[config.mk]
export PLATFORM = sky130hd
export DESIGN_NAME = mem_port_arbiter
export DESIGN_NICKNAME = d
export VERILOG_FILES = /design/src/rtl/mem_port_arbiter.sv
export SDC_FILE = /design/constraint.sdc
export NUM_CORES = 1
export LEC_CHECK = 0
export ABC_AREA = 1
export BUFFER_PORTS_ARGS = -buffer_cell sky130_fd_sc_hd__buf_2
export CAP_MARGIN = 20
export CORE_MARGIN = 4
export CORE_UTILIZATION = 37
export CTS_BUF_LIST = sky130_fd_sc_hd__clkbuf_16
export DETAILED_ROUTE_END_ITERATION = 8
export GPL_TIMING_DRIVEN = 0
export HOLD_SLACK_MARGIN = 0.02
export PLACE_DENSITY = 0.89
export SETUP_SLACK_MARGIN = 0.3
export SLEW_MARGIN = 20
export SYNTH_ARGS = -nofsm -noshare
export SYNTH_HDL_FRONTEND = slang
export SYNTH_SLANG_ARGS = --single-unit
[constraint.sdc]
create_clock -name clock -period 1.1 [get_ports clock]
set_input_delay 0.22 -clock clock [delete_from_list [all_inputs] [get_ports clock]]
set_output_delay 0.22 -clock clock [all_outputs]
set_load 0.03 [all_outputs]
[src/rtl/mem_port_arbiter.sv]
// -----------------------------------------------------------------------------
// mem_port_arbiter
//
// Shares one single-port synchronous RAM between an instruction-fetch port
// (read-only) and a data port (read/write). At most one port is granted per
// cycle, and the grant is combinational so a lone requester goes through with
// no arbitration latency. Ties are resolved round-robin by default: the port
// that did not win the last transfer wins. Each accepted read pushes a
// {valid, port} tag into a MEM_LAT-deep shift pipeline. When the tag leaves
// the pipeline, the RAM output is routed back to the right port with a
// one-cycle rvalid pulse.
//
// Build option:
//   MEM_ARB_FIXED_PRIO_EN  - when defined, the data port always wins ties and
//                            the last-grant pointer is removed.
//
// Parameters:
//   ADDR_W   - memory word-address width
//   DATA_W   - data width
//   MEM_LAT  - RAM read latency in cycles (legal range 1..4)
//
// Ports:
//   clock               - single clock; all state changes on its rising edge
//   ctrl_reset          - synchronous active-low reset
//   req_i / addr_i      - fetch request and address (read only)
//   req_d / addr_d      - data request and address
//   we_d / wdata_d      - data-port write enable and write data
//   gnt_i / gnt_d       - combinational accept, same cycle as the request
//   rvalid_i / rvalid_d - one-cycle read-data-valid pulses, from flops
//   rdata               - shared read data; holds its value between pulses
//   mem_addr / mem_wren / mem_data - RAM request, copied from the granted port
//   mem_q               - RAM read data, valid MEM_LAT cycles after the address
// -----------------------------------------------------------------------------
module mem_port_arbiter #(
    parameter int ADDR_W  = 12,
    parameter int DATA_W  = 32,
    parameter int MEM_LAT = 2
) (
    input  logic              clock,
    input  logic              ctrl_reset,
    input  logic              req_i,
    input  logic              req_d,
    input  logic [ADDR_W-1:0] addr_i,
    input  logic [ADDR_W-1:0] addr_d,
    input  logic              we_d,
    input  logic [DATA_W-1:0] wdata_d,
    output logic              gnt_i,
    output logic              gnt_d,
    output logic              rvalid_i,
    output logic              rvalid_d,
    output logic [DATA_W-1:0] rdata,
    output logic [ADDR_W-1:0] mem_addr,
    output logic              mem_wren,
    output logic [DATA_W-1:0] mem_data,
    input  logic [DATA_W-1:0] mem_q
);

    typedef enum logic {
        PORT_I = 1'b0,
        PORT_D = 1'b1
    } port_e;

`ifndef MEM_ARB_FIXED_PRIO_EN
    port_e last_q;
    port_e last_d;
`endif

    logic               tie_win_i;
    logic [MEM_LAT-1:0] tag_v_q;
    logic [MEM_LAT-1:0] tag_v_d;
    logic [MEM_LAT-1:0] tag_p_q;
    logic [MEM_LAT-1:0] tag_p_d;
    logic [DATA_W-1:0]  rdata_q;
    logic [DATA_W-1:0]  rdata_d;

    // Arbitration. tie_win_i only matters when both ports request together.
    // Reset gates both grants so nothing reaches the RAM while in reset.
    always_comb begin
`ifdef MEM_ARB_FIXED_PRIO_EN
        tie_win_i = 1'b0;
`else
        tie_win_i = (last_q == PORT_D);
`endif
        gnt_i = ctrl_reset && req_i && (!req_d || tie_win_i);
        gnt_d = ctrl_reset && req_d && (!req_i || !tie_win_i);
    end

    // RAM request mux. The fetch port never writes, so its write data is zero.
    always_comb begin
        mem_addr = '0;
        mem_wren = 1'b0;
        mem_data = '0;
        if (gnt_i) begin
            mem_addr = addr_i;
        end else if (gnt_d) begin
            mem_addr = addr_d;
            mem_wren = we_d;
            mem_data = wdata_d;
        end
    end

    // Next-state logic. Reads enter stage 0 of the tag pipeline, and writes
    // leave it empty. The last stage lines up with the cycle in which mem_q
    // carries that read's data. rdata passes mem_q through on a response
    // and otherwise holds its previous value.
    always_comb begin
`ifndef MEM_ARB_FIXED_PRIO_EN
        last_d = last_q;
        if (gnt_i) begin
            last_d = PORT_I;
        end else if (gnt_d) begin
            last_d = PORT_D;
        end
`endif
        tag_v_d    = '0;
        tag_p_d    = '0;
        tag_v_d[0] = gnt_i || (gnt_d && !we_d);
        tag_p_d[0] = gnt_d;
        for (int i = 1; i < MEM_LAT; i++) begin
            tag_v_d[i] = tag_v_q[i-1];
            tag_p_d[i] = tag_p_q[i-1];
        end

        rvalid_i = tag_v_q[MEM_LAT-1] && !tag_p_q[MEM_LAT-1];
        rvalid_d = tag_v_q[MEM_LAT-1] &&  tag_p_q[MEM_LAT-1];
        rdata    = (rvalid_i || rvalid_d) ? mem_q : rdata_q;
        rdata_d  = rdata;
    end

    // State registers. Reset drops every in-flight read and points the
    // last-grant pointer at the data port, so fetch wins the first tie.
    always_ff @(posedge clock) begin
        if (!ctrl_reset) begin
            tag_v_q <= '0;
            tag_p_q <= '0;
            rdata_q <= '0;
`ifndef MEM_ARB_FIXED_PRIO_EN
            last_q  <= PORT_D;
`endif
        end else begin
            tag_v_q <= tag_v_d;
            tag_p_q <= tag_p_d;
            rdata_q <= rdata_d;
`ifndef MEM_ARB_FIXED_PRIO_EN
            last_q  <= last_d;
`endif
        end
    end

endmodule
==> flow_summary_export.csv, run 1 <==
group,metric,value,unit
status,status,"aborted with a tool error",
status,stop_stage,"clock tree synthesis (4_1_cts)",
status,run.stop_error,"[ERROR DPL-0038] Utilization greater than 100%, impossible to legalize",
logic_synthesis,synthesis.area,0.00192,mm2
logic_synthesis,synth_commonest_cells,"117 x sky130_fd_sc_hd__nand2_1, 42 x sky130_fd_sc_hd__inv_1, 37 x sky130_fd_sc_hd__dfxtp_1, 32 x sky130_fd_sc_hd__a21oi_1, 25 x sky130_fd_sc_hd__nand3_1",
die,io_pins,174,
logic_synthesis,synth.largest_area_cell,"sky130_fd_sc_hd__dfxtp_1",
logic_synthesis,synth-seq-area-share,38.6,%
clock_network,cts_hold_buffers,0,
clock_network,tritoncts.num_buffers,5,
logic_synthesis,number_of_instances_in_the_synthesized_netlist,308,
placement,detailedPlacementHpwl,5990,um
die,floorplan.die.width,80,um
logic_synthesis,mapped_nets,401,
logic_synthesis,syn-mean-instance-area,6.23,um2
placement,numPortBuffers,173,
logic_synthesis,distinct_cell_type_count_after_synthesis,15,
die,floorplan.die.height,80,um
die,initial_utilization,39.3,%
die,core.rowCount,25,
logic_synthesis,yosys.area_share.simple,38.0,%
logic_synthesis,synth_xor_area_share,0,%
logic_synthesis,synth_top_cell_area_share,38.6,%
logic_synthesis,ys.warnings.count,0,
logic_synthesis,yosysMostFrequentCell,"sky130_fd_sc_hd__nand2_1",
logic_synthesis,muxShareOfSynthArea,0,%
logic_synthesis,synth_edf_count,0,
clock_network,cts.path.max_buffers,2,
logic_synthesis,asyncSetResetFlopFracSynth,0,%
placement,routabilityCongestion,0.759,
logic_synthesis,ys_seq_elements,37,
logic_synthesis,yosys-top-cells-area,"sky130_fd_sc_hd__dfxtp_1 39%, sky130_fd_sc_hd__nand2_1 23%, sky130_fd_sc_hd__a21oi_1 8.3%, sky130_fd_sc_hd__inv_1 8.2%, sky130_fd_sc_hd__nand3_1 6.5%",
clock_network,cts_repair_resize_count,221,
logic_synthesis,postSynth.topFlopCell,"sky130_fd_sc_hd__dfxtp_1",
clock_network,clk_root_buffer_cell,"sky130_fd_sc_hd__clkbuf_16",
clock_network,cts_htree_levels,2,
logic_synthesis,synth_top_family_by_area,"simple AND/OR/NAND/NOR gates",
placement,dpl_worst_slack,-252,ps
clock_network,post_cts_setup_repair_buffer_count,17,
logic_synthesis,synth_compound_gate_area_share,8.74,%
clock_network,cts_sinks,37,
logic_synthesis,synth_fa_ha_area_share,0,%
cells by family after synthesis:
family,after synthesis
buf+inv,61
compound gates,33
flops,37
simple gates,177
metrics by stage:
stage / std cells / instance area (um2) / utilization [%] / TNS, ps / hold slack, ps
floorplan: 308 / 2880 / - / 0 / 313
global placement: 548 / 3830 / 78.4 / -13350 / 397
detailed placement: 548 / 3830 / 78.4 / -14090 / 398
==> inputs of run 2 (changes only) <==
--- a/config.mk
+++ b/config.mk
@@ -9,13 +9,10 @@
 export BUFFER_PORTS_ARGS = -buffer_cell sky130_fd_sc_hd__buf_2
 export CAP_MARGIN = 20
 export CORE_MARGIN = 4
-export CORE_UTILIZATION = 37
-export CTS_BUF_LIST = sky130_fd_sc_hd__clkbuf_16
+export CORE_UTILIZATION = 35
 export DETAILED_ROUTE_END_ITERATION = 8
 export GPL_TIMING_DRIVEN = 0
-export HOLD_SLACK_MARGIN = 0.02
-export PLACE_DENSITY = 0.89
-export SETUP_SLACK_MARGIN = 0.3
+export PLACE_DENSITY_LB_ADDON = 0.15
 export SLEW_MARGIN = 20
 export SYNTH_ARGS = -nofsm -noshare
 export SYNTH_HDL_FRONTEND = slang
==> flow_summary_export.csv, run 2 <==
group,metric,value,unit
status,status,"finished with violations",
status,failed_checks,"negative setup slack",
logic_synthesis,muxShareOfSynthArea,0,%
pwr,finalPower,3900,uW
setup_path,worst_ep_arrival_time,1290,ps
worst_hold_path,holdCritPathClass,"in -> reg",
logic_synthesis,distinct_cell_type_count_after_synthesis,15,
global_route,wire_length_of_the_first_global_routing_pass,11800,um
routing,drc,0,
placement,dpl_worst_slack,-278,ps
timing,finalWorstPathRequiredPeriod,1510,ps
cells_and_area,largest_regs,"rdata_q x32, tag_p_q x2, tag_v_q x2",
setup_path,critical_path.endpoint_type,"output pin",
logic_synthesis,mapped_nets,401,
cells_and_area,final_cell_mix,"94 x sky130_fd_sc_hd__buf_2, 86 x sky130_fd_sc_hd__buf_6, 59 x sky130_fd_sc_hd__nand2_1",
placement,detailedPlacementHpwl,5080,um
global_route,grt-busiest-layer,"met2",
clock_network,tritoncts.num_buffers,5,
timing,fmaxAchievable,0.663,GHz
global_route,number_of_antenna_violations_at_the_first_check_in_global_routing,0,
global_route,groute.layer.met1.usage,24.5,%
logic_synthesis,asyncSetResetFlopFracSynth,0,%
die,io_pins,174,
flow_run,drv.max_cap_violation_count,0,
timing,tightest_pin_transition,481,ps
die,fp.coreArea,0.00520,mm2
global_route,globalRouteMet2Util,40.1,%
timing,timing_hold_violations_final,0,
routing,route.vias.total,2717,
cells_and_area,area_delta_synth_final,117,%
timing,drv_slew,0,
placement,routabilityCongestion,0.795,
setup_path,worst-endpoint-required,880,ps
die,floorplan.die.height,82.0,um
logic_synthesis,synth_edf_count,0,
setup_path,cp-start-kind,"flop",
logic_synthesis,synth_top_cell_area_share,38.6,%
logic_synthesis,synth_xor_area_share,0,%
global_route,globalRouteMet3Util,7.57,%
cells_and_area,fin_nets,596,
cells_and_area,regMostFlops,"rdata_q",
timing,final_critical_path_setup_slack,-408,ps
routing,vias_per_cell,4.73,
clock_network,cts_htree_levels,2,
clock_network,tritoncts_clock_tree,"built",
logic_synthesis,postSynth.topFlopCell,"sky130_fd_sc_hd__dfxtp_1",
cells_and_area,mostFrequentLayoutCell,"sky130_fd_sc_hd__buf_2",
clock_network,path_clk_slew,70,ps
logic_synthesis,synth-seq-area-share,38.6,%
clock_network,cts_sinks,37,
timing,min_period_over_period,137,%
logic_synthesis,syn-mean-instance-area,6.23,um2
timing,setup_viol,81,
logic_synthesis,number_of_instances_in_the_synthesized_netlist,308,
logic_synthesis,yosysMostFrequentCell,"sky130_fd_sc_hd__nand2_1",
logic_synthesis,synth_compound_gate_area_share,8.74,%
global_route,grt-ovfl-total,0,
routing,wire_per_inst,15.2,um
placement,numPortBuffers,173,
placement,dp_cells,551,
setup_path,worst-setup-path-type,"reg -> out",
timing,slew-limit-headroom,68.0,%
timing,grt_setup_unrepaired,"true",
pwr,worst_vdd_ir,0.775,mV
cells_and_area,drive_gt1_share,63.8,%
global_route,globalRouteTotalUtil,22.7,%
logic_synthesis,synth_top_family_by_area,"simple AND/OR/NAND/NOR gates",
clock_network,clk_root_buffer_cell,"sky130_fd_sc_hd__clkbuf_8",
die,floorplan.die.width,82.0,um
global_route,grt_pass1_vias,2685,
die,core.rowCount,26,
logic_synthesis,yosys-top-cells-area,"sky130_fd_sc_hd__dfxtp_1 39%, sky130_fd_sc_hd__nand2_1 23%, sky130_fd_sc_hd__a21oi_1 8.3%, sky130_fd_sc_hd__inv_1 8.2%, sky130_fd_sc_hd__nand3_1 6.5%",
setup_path,timing.critical_path.slowest_stage_cell,"sky130_fd_sc_hd__dfxtp_4",
clock_network,cts_hold_buffers,0,
setup_path,crit_top_cell,"sky130_fd_sc_hd__buf_6",
logic_synthesis,synth_fa_ha_area_share,0,%
logic_synthesis,synth.largest_area_cell,"sky130_fd_sc_hd__dfxtp_1",
cells_and_area,largest_register_ffs,32,
logic_synthesis,synth_commonest_cells,"117 x sky130_fd_sc_hd__nand2_1, 42 x sky130_fd_sc_hd__inv_1, 37 x sky130_fd_sc_hd__dfxtp_1, 32 x sky130_fd_sc_hd__a21oi_1, 25 x sky130_fd_sc_hd__nand3_1",
routing,drt-initial-drc-count,99,
clock_network,worst_skew_late_latency,270,ps
logic_synthesis,ys_seq_elements,37,
pwr,power_per_cell_area,936,mW/mm2
logic_synthesis,synthesis.area,0.00192,mm2
setup_path,cpPeakStageDelay,360,ps
routing,overall_routed_net_length,8710,um
timing,timing.clock.skew,2.86,ps
die,floorplan.die_area,0.00673,mm2
routing,drt-pass1-iter-count,4,
pwr,power.leakage,0.00219,uW
cells_and_area,final_cell_count_no_fill,574,
clock_network,cts.path.max_buffers,2,
die,initial_utilization,36.9,%
setup_path,timing.critical_path.cells,"nand2_4, buf_6, buf_6, nand3_2, nand2_2, buf_6",
setup_path,worst-path-max-fanout,5,
global_route,largest_net_degree_at_the_start_of_global_routing,11,
routing,final_antenna_net_count,0,
logic_synthesis,ys.warnings.count,0,
logic_synthesis,yosys.area_share.simple,38.0,%
timing,fin_tns_setup,-27280,ps
[run 2: cell counts after synthesis]
No cell type changed its count.
[run 2: final cells by class]
type | instances | area [um2]
antenna | 1 | 2.50
buffer | 17 | 189
clock buffer | 7 | 86.3
fill | 335 | 1040
inverter | 44 | 174
multi-input combinational | 210 | 1340
sequential | 37 | 746
tap | 70 | 87.6
timing repair buffer | 188 | 1550
[run 2: worst paths after layout]
kind,startpoint,endpoint,slack (ps),cells past startpoint
setup / recovery,last_q$_SDFFE_PN1P_,mem_addr[4],-410,6
setup reg to reg,tag_v_q[1]$_SDFF_PN0_,rdata_q[12]$_SDFF_PN0_,100,5
hold / removal,ctrl_reset,last_q$_SDFFE_PN1P_,200,2
hold reg to reg,tag_v_q[0]$_SDFF_PN0_,tag_v_q[1]$_SDFF_PN0_,410,2
[run 2: report_power, final]
part           leakage [uW]  switching, uW  internal (uW)
Clock             0.0000443            427            497
Sequential         0.000302           21.4           1400
Combinational       0.00185            880            677
[run 2: repair_timing]
| item | 4_1_cts | 5_1_grt |
|---|---|---|
| buffers inserted | 8 | 1 |
| pin swaps | 24 | 4 |
| cloned | 5 | 1 |
| resized for setup | 225 | 42 |
| endpoints found under the setup margin | 81 | 81 |
[run 2: cells by family after synthesis]
| kind of cell | count (synthesis) |
|---|---|
| AND/OR/NAND/NOR | 177 |
| buffers and inverters | 61 |
| flip-flops | 37 |
| AO/OA/AOI/OAI | 33 |
[run 2: worst max-delay path: cells and delay by family, from the launching register on]
kind,cells,cell delay [ps]
buf+inv,3,380
simple gates,3,280
flops,1,360
[run 2: metrics by stage]
stage / utilization, % / instance area [um2] / hold slack, ps
finish: 80.1 / 4170 / 196
detailed placement: 58.0 / 3020 / 402
floorplan: - / 2070 / 313
global route: 80.0 / 4170 / 189
global placement: 58.0 / 3020 / 397
CTS: 76.0 / 3950 / 190
[run 2: routing by layer]
metal  wire, um  part of all wire, %
met1       3150                   36
met3        769                  8.8
met4        294                  3.4
met2       4490                   52
met5          0                    0
(Power assumes the default switching activity.)
==> inputs of run 3 (changes only) <==
--- a/config.mk
+++ b/config.mk
@@ -7,9 +7,11 @@
 export LEC_CHECK = 0
 export ABC_AREA = 1
 export BUFFER_PORTS_ARGS = -buffer_cell sky130_fd_sc_hd__buf_2
-export CAP_MARGIN = 20
+export CAP_MARGIN = 40
+export CELL_PAD_IN_SITES_DETAIL_PLACEMENT = 0
+export CELL_PAD_IN_SITES_GLOBAL_PLACEMENT = 1
 export CORE_MARGIN = 4
-export CORE_UTILIZATION = 35
+export CORE_UTILIZATION = 23
 export DETAILED_ROUTE_END_ITERATION = 8
 export GPL_TIMING_DRIVEN = 0
 export PLACE_DENSITY_LB_ADDON = 0.15
==> flow_summary_export.csv, run 3 (same netlist as run 2, synthesis figures left out) <==
group,metric,value,unit
cells_and_area,fin_nets,593,
clock_network,cts.path.max_buffers,2,
routing,route.vias.total,2514,
timing,final_critical_path_setup_slack,-350,ps
pwr,worst_vdd_ir,0.448,mV
timing,drv_slew,0,
setup_path,worst_ep_arrival_time,1230,ps
cells_and_area,drive_gt1_share,62.8,%
status,failed_checks,"negative setup slack",
setup_path,critical_path.endpoint_type,"output pin",
setup_path,worst-setup-path-type,"reg -> out",
die,floorplan.die.height,99.3,um
timing,setup_viol,81,
timing,slew-limit-headroom,70.0,%
cells_and_area,largest_register_ffs,32,
routing,overall_routed_net_length,7050,um
global_route,grt-ovfl-total,0,
clock_network,worst_skew_late_latency,280,ps
setup_path,worst-endpoint-required,880,ps
timing,timing.clock.skew,6.43,ps
setup_path,cp-start-kind,"flop",
cells_and_area,mostFrequentLayoutCell,"sky130_fd_sc_hd__buf_2",
pwr,power.leakage,0.00218,uW
cells_and_area,stdcell_area,0.00415,mm2
pwr,power_per_cell_area,929,mW/mm2
global_route,grt_pass1_vias,2589,
cells_and_area,area_delta_synth_final,116,%
timing,fmaxAchievable,0.690,GHz
timing,tightest_pin_transition,450,ps
die,floorplan.die.width,99.3,um
clock_network,clk_root_buffer_cell,"sky130_fd_sc_hd__clkbuf_8",
global_route,wire_length_of_the_first_global_routing_pass,11400,um
routing,drt-pass1-iter-count,4,
die,core.rowCount,33,
global_route,number_of_antenna_violations_at_the_first_check_in_global_routing,0,
setup_path,worst-path-max-fanout,10,
timing,grt_setup_unrepaired,"true",
die,io_pins,174,
clock_network,tritoncts_clock_tree,"built",
placement,numPortBuffers,173,
routing,vias_per_cell,4.16,
placement,detailedPlacementHpwl,5360,um
routing,wire_per_inst,11.6,um
timing,timing_hold_violations_final,0,
clock_network,cts_htree_levels,2,
worst_hold_path,holdCritPathClass,"in -> reg",
global_route,globalRouteTotalUtil,14.0,%
clock_network,path_clk_slew,60,ps
cells_and_area,largest_regs,"rdata_q x32, tag_p_q x2, tag_v_q x2",
cells_and_area,regMostFlops,"rdata_q",
timing,finalWorstPathRequiredPeriod,1450,ps
timing,min_period_over_period,132,%
cells_and_area,antenna_diode_count,0,
clock_network,cts_sinks,37,
flow_run,drv.max_cap_violation_count,0,
status,status,"finished with violations",
routing,drt-initial-drc-count,55,
cells_and_area,final_cell_mix,"94 x sky130_fd_sc_hd__buf_2, 90 x sky130_fd_sc_hd__buf_6, 63 x sky130_fd_sc_hd__nand2_1",
placement,postPlaceCellArea,0.00306,mm2
routing,drc,0,
placement,routabilityCongestion,0.719,
global_route,largest_net_degree_at_the_start_of_global_routing,12,
routing,final_antenna_net_count,0,
die,fp.coreArea,0.00818,mm2
placement,dpl_worst_slack,-294,ps
die,initial_utilization,23.5,%
clock_network,tritoncts.num_buffers,5,
die,floorplan.die_area,0.00986,mm2
-- run 3: cell types whose count changed in the layout (fill, tap and decap cells not counted), moves of 2 or more --
| cell | change |
|---|---|
| sky130_fd_sc_hd__buf_12 | +2 |
| sky130_fd_sc_hd__buf_16 | -2 |
| sky130_fd_sc_hd__buf_4 | -7 |
| sky130_fd_sc_hd__buf_6 | +4 |
| sky130_fd_sc_hd__nand2_1 | +4 |
| sky130_fd_sc_hd__nand2_2 | -6 |
| sky130_fd_sc_hd__nand3_1 | +2 |
| sky130_fd_sc_hd__nand3_2 | -2 |
| sky130_fd_sc_hd__nor2_1 | -2 |
| sky130_fd_sc_hd__nor2_2 | +12 |
| sky130_fd_sc_hd__nor2_4 | -10 |
-- run 3: area by class of cell --
class / count / area [um2]
fill: 827 / 4030
timing repair buffer: 185 / 1500
multi-input combinational: 210 / 1290
sequential: 37 / 746
buffer: 17 / 209
inverter: 44 / 174
tap: 105 / 131
clock buffer: 6 / 82.6
clock inverter: 1 / 7.51
-- run 3: report_power, final --
| group | switching, uW | total, uW | internal (uW) | leakage (uW) |
|---|---|---|---|---|
| sequential | 21.8 | 1420 | 1400 | 0.000302 |
| clock | 447 | 942 | 495 | 0.0000433 |
| combinational | 824 | 1490 | 662 | 0.00183 |
| total | 1290 | 3850 | 2560 | 0.00218 |
-- run 3: layer usage --
metal / vias to the layer above / share of wire (%) / track usage (%)
met5: - / 0 / 0
met3: 9 / 8.2 / 3.44
met2: 101 / 53 / 25.6
met4: 0 / 1.6 / 4.41
li1: 1315 / - / -
met1: 1089 / 37 / 15.8
-- run 3: per-stage QoR --
stage | util (%) | total power (uW) | hold slack [ps] | cells | TNS (ps)
global route | 50.7 | 4070 | 199 | 605 | -30290
CTS | 48.5 | 3860 | 188 | 601 | -27230
global placement | 37.5 | 2520 | 400 | 586 | -15920
floorplan | - | 2140 | 313 | 308 | -2850
detailed placement | 37.5 | 2520 | 402 | 586 | -15290
finish | 50.7 | 3850 | 195 | 605 | -25600
-- run 3: worst max-delay path, stage by stage (launching register included) --
cell and delay (ps):
sky130_fd_sc_hd__dfxtp_4 370, sky130_fd_sc_hd__nand2_8 90, sky130_fd_sc_hd__nand2_8 100, sky130_fd_sc_hd__buf_12 160
sky130_fd_sc_hd__nor2_2 90, sky130_fd_sc_hd__buf_6 140
-- run 3: path summary, 6_finish.rpt --
kind | cells past startpoint | startpoint | endpoint | slack [ps]
setup / recovery | 5 | last_q$_SDFFE_PN1P_ | mem_data[25] | -350
hold / removal | 3 | ctrl_reset | tag_v_q[1]$_SDFF_PN0_ | 200
hold reg to reg | 2 | tag_v_q[0]$_SDFF_PN0_ | tag_v_q[1]$_SDFF_PN0_ | 410
setup reg to reg | 5 | last_q$_SDFFE_PN1P_ | last_q$_SDFFE_PN1P_ | 160
-- run 3: what timing repair did --
item | 4_1_cts | 5_1_grt
gates resized for setup | 232 | 27
gates cloned | 2 | 1
endpoints found under the setup margin | 81 | 81
pin swaps | 13 | 14
hold buffers | 0 | 0
buffers inserted | 6 | 3
==> inputs of run 4 (changes only) <==
--- a/config.mk
+++ b/config.mk
@@ -5,13 +5,13 @@
 export SDC_FILE = /design/constraint.sdc
 export NUM_CORES = 1
 export LEC_CHECK = 0
-export ABC_AREA = 1
+export ABC_AREA = 0
 export BUFFER_PORTS_ARGS = -buffer_cell sky130_fd_sc_hd__buf_2
 export CAP_MARGIN = 40
 export CELL_PAD_IN_SITES_DETAIL_PLACEMENT = 0
 export CELL_PAD_IN_SITES_GLOBAL_PLACEMENT = 1
 export CORE_MARGIN = 4
-export CORE_UTILIZATION = 23
+export CORE_UTILIZATION = 26
 export DETAILED_ROUTE_END_ITERATION = 8
 export GPL_TIMING_DRIVEN = 0
 export PLACE_DENSITY_LB_ADDON = 0.15
==> flow_summary_export.csv, run 4 <==
group,metric,value,unit
logic_synthesis,mapped_nets,296,
timing,fmaxAchievable,0.625,GHz
die,floorplan.die_area,0.00923,mm2
die,io_pins,174,
worst_hold_path,holdCritPathClass,"in -> reg",
timing,final.hold.worst_slack,235,ps
die,fp.coreArea,0.00741,mm2
logic_synthesis,ys.warnings.count,0,
global_route,grt-ovfl-total,0,
cells_and_area,regMostFlops,"rdata_q",
worst_hold_path,hold-path-endpoint,"tag_v_q[0]$_SDFF_PN0_",
placement,numPortBuffers,172,
timing,grt_setup_unrepaired,"true",
setup_path,timing.critical_path.cells,"buf_12, buf_12, mux2_4, buf_6",
logic_synthesis,syn-mean-instance-area,9.93,um2
global_route,globalRouteTotalUtil,14.4,%
clock_network,cts.path.max_buffers,2,
routing,vias_per_cell,4.24,
pwr,seq_power_share,35.2,%
logic_synthesis,distinct_cell_type_count_after_synthesis,19,
pwr,power_per_cell_area,958,mW/mm2
worst_hold_path,hold_path_startpoint,"we_d",
placement,detailedPlacementHpwl,4920,um
timing,setup_viol,112,
placement,dpl_worst_slack,-431,ps
cells_and_area,final_cell_mix,"93 x sky130_fd_sc_hd__buf_2, 87 x sky130_fd_sc_hd__buf_6, 54 x sky130_fd_sc_hd__and2_4",
timing,final_critical_path_setup_slack,-501,ps
clock_network,clk_root_buffer_cell,"sky130_fd_sc_hd__clkbuf_8",
clock_network,worst_skew_late_latency,280,ps
setup_path,reg2reg_to,"rdata_q[8]$_SDFF_PN0_",
cells_and_area,fin_nets,489,
status,status,"finished with violations",
logic_synthesis,synth.largest_area_cell,"sky130_fd_sc_hd__dfxtp_1",
routing,route.vias.total,2103,
setup_path,worst-setup-path-type,"reg -> out",
pwr,worst_vdd_ir,0.627,mV
logic_synthesis,yosysMostFrequentCell,"sky130_fd_sc_hd__and2_1",
setup_path,ff2ff_setup_slack,-100,ps
logic_synthesis,number_of_instances_in_the_synthesized_netlist,203,
setup_path,worst_ep_arrival_time,1380,ps
routing,drt-pass1-iter-count,3,
logic_synthesis,synth-seq-area-share,36.7,%
setup_path,rr_worst_depth,4,
logic_synthesis,postSynth.topFlopCell,"sky130_fd_sc_hd__dfxtp_1",
setup_path,cpPeakStageDelay,340,ps
die,floorplan.die.height,96.1,um
setup_path,cp-start-kind,"flop",
pwr,sw_frac_of_total,30.6,%
clock_network,tritoncts_clock_tree,"built",
setup_path,startpoint,"tag_v_q[1]$_SDFF_PN0_",
setup_path,critical_path.reg2reg.startpoint,"tag_v_q[1]$_SDFF_PN0_",
flow_run,drv.max_cap_violation_count,0,
setup_path,timing.critical_path.slowest_stage_cell,"sky130_fd_sc_hd__dfxtp_2",
timing,slew-limit-headroom,70.5,%
routing,wire_per_inst,13.8,um
clock_network,path_clk_slew,70,ps
logic_synthesis,synth_commonest_cells,"65 x sky130_fd_sc_hd__and2_1, 37 x sky130_fd_sc_hd__dfxtp_1, 28 x sky130_fd_sc_hd__mux2_4, 27 x sky130_fd_sc_hd__nand2_1, 12 x sky130_fd_sc_hd__o22ai_1",
global_route,largest_net_degree_at_the_start_of_global_routing,12,
logic_synthesis,ys_seq_elements,37,
cells_and_area,area_delta_synth_final,109,%
routing,drc,0,
timing,timing_hold_violations_final,0,
die,floorplan.die.width,96.1,um
timing,finalWorstPathRequiredPeriod,1600,ps
placement,routabilityCongestion,0.699,
placement,postPlaceCellArea,0.00330,mm2
logic_synthesis,synthesis.area,0.00202,mm2
timing,tightest_pin_transition,443,ps
cells_and_area,antenna_diode_count,0,
die,initial_utilization,27.2,%
routing,final_antenna_net_count,0,
routing,drt-initial-drc-count,27,
logic_synthesis,yosys-top-cells-area,"sky130_fd_sc_hd__dfxtp_1 37%, sky130_fd_sc_hd__mux2_4 21%, sky130_fd_sc_hd__and2_1 20%, sky130_fd_sc_hd__nand2_1 5.0%, sky130_fd_sc_hd__o22ai_1 3.7%",
cells_and_area,largest_register_ffs,32,
timing,drv_slew,0,
global_route,grt_pass1_vias,2158,
timing,min_period_over_period,146,%
pwr,power.leakage,0.00204,uW
cells_and_area,drive_gt1_share,79.1,%
setup_path,critical_path.endpoint_type,"output pin",
setup_path,worst-path-max-fanout,10,
setup_path,critical_path.top_delay_family,"buffers and inverters",
timing,fin_tns_setup,-39700,ps
logic_synthesis,synth_edf_count,0,
status,failed_checks,"negative setup slack",
pwr,clockPowerShare,25.7,%
pwr,power.combinational.fraction,39.2,%
setup_path,critical_path_buf_inv_count,3,
global_route,wire_length_of_the_first_global_routing_pass,10400,um
setup_path,worst-endpoint-required,880,ps
cells_and_area,stdcell_area,0.00420,mm2
clock_network,cts_htree_levels,2,
logic_synthesis,asyncSetResetFlopFracSynth,0,%
cells_and_area,mostFrequentLayoutCell,"sky130_fd_sc_hd__buf_2",
pwr,cellInternalPower,2790,uW
global_route,number_of_antenna_violations_at_the_first_check_in_global_routing,0,
pwr,net-switching-power,1230,uW
clock_network,cts_sinks,37,
pwr,finalPower,4030,uW
setup_path,crit_top_cell,"sky130_fd_sc_hd__buf_12",
timing,timing.clock.skew,2.96,ps
worst_hold_path,min_delay_path_depth,3,
cells_and_area,fillCellCount,666,
clock_network,tritoncts.num_buffers,5,
logic_synthesis,synth_top_cell_area_share,36.7,%
cells_and_area,largest_regs,"rdata_q x32, tag_p_q x2, tag_v_q x2",
routing,overall_routed_net_length,6820,um
die,core.rowCount,31,
-- run 4: routing by layer --
metal	share of wire, %	track usage (%)
met1	37	16.1
met5	0	0
met2	52	25.1
met3	11	6.65
met4	0.34	2.49
-- run 4: tightest hold or removal path: stages --
cell                       delay (ps)
sky130_fd_sc_hd__buf_2             90
sky130_fd_sc_hd__nand2b_1         100
sky130_fd_sc_hd__a21oi_1           60
-- run 4: logic make-up (layout without fill, tap and decap cells) --
group,count (synthesis),after routing,synth area share (%)
muxes,32,32,23.1
buffers and inverters,18,211,7.39
AOI/OAI and AO/OA,13,13,3.97
and+or+nand+nor,103,104,28.8
DFF,37,37,36.7
-- run 4: worst max path at each step --
stage                                  endpoint  slack (ps)  cells past startpoint
after floorplan           rdata_q[3]$_SDFF_PN0_        -100                      4
after global placement              mem_addr[8]        -410                      5
after detailed placement            mem_addr[7]        -430                      5
after CTS                           mem_data[6]        -530                      5
after global routing               mem_data[23]        -560                      5
final                                 rdata[16]        -500                      4
-- run 4: timing repair --
item / in CTS / in global routing
hold buffers: 0 / 0
cloned: 5 / 1
pin swaps: 1 / 0
setup endpoints to repair: 109 / 113
setup buffers: 6 / 3
resized for setup: 193 / 13
-- run 4: final cells by class --
cell class	instances	area (um2)	area share (%)
plain buffers	16	190	4.53
clock buffers	7	96.3	2.29
clock inverters	1	5.00	0.119
inverters	1	3.75	0.0893
multi-input cells	149	1500	35.6
flip-flops and latches	37	743	17.7
well taps	99	124	2.95
repair buffers	186	1550	36.8
-- run 4: power by group through the flow --
stage	registers [uW]	clock network, uW	logic [uW]
after floorplan	1440	0	863
after global placement	1440	0	1210
after detailed placement	1450	0	1220
after CTS	1420	1080	1560
after global routing	1420	1140	1670
final	1420	1030	1580
-- run 4: through the flow --
| step | instances | util (%) |
|---|---|---|
| after floorplan | 203 | - |
| after global placement | 474 | 44.6 |
| after detailed placement | 474 | 44.6 |
| after CTS | 492 | 55.5 |
| after global routing | 496 | 56.7 |
| final | 496 | 56.7 |
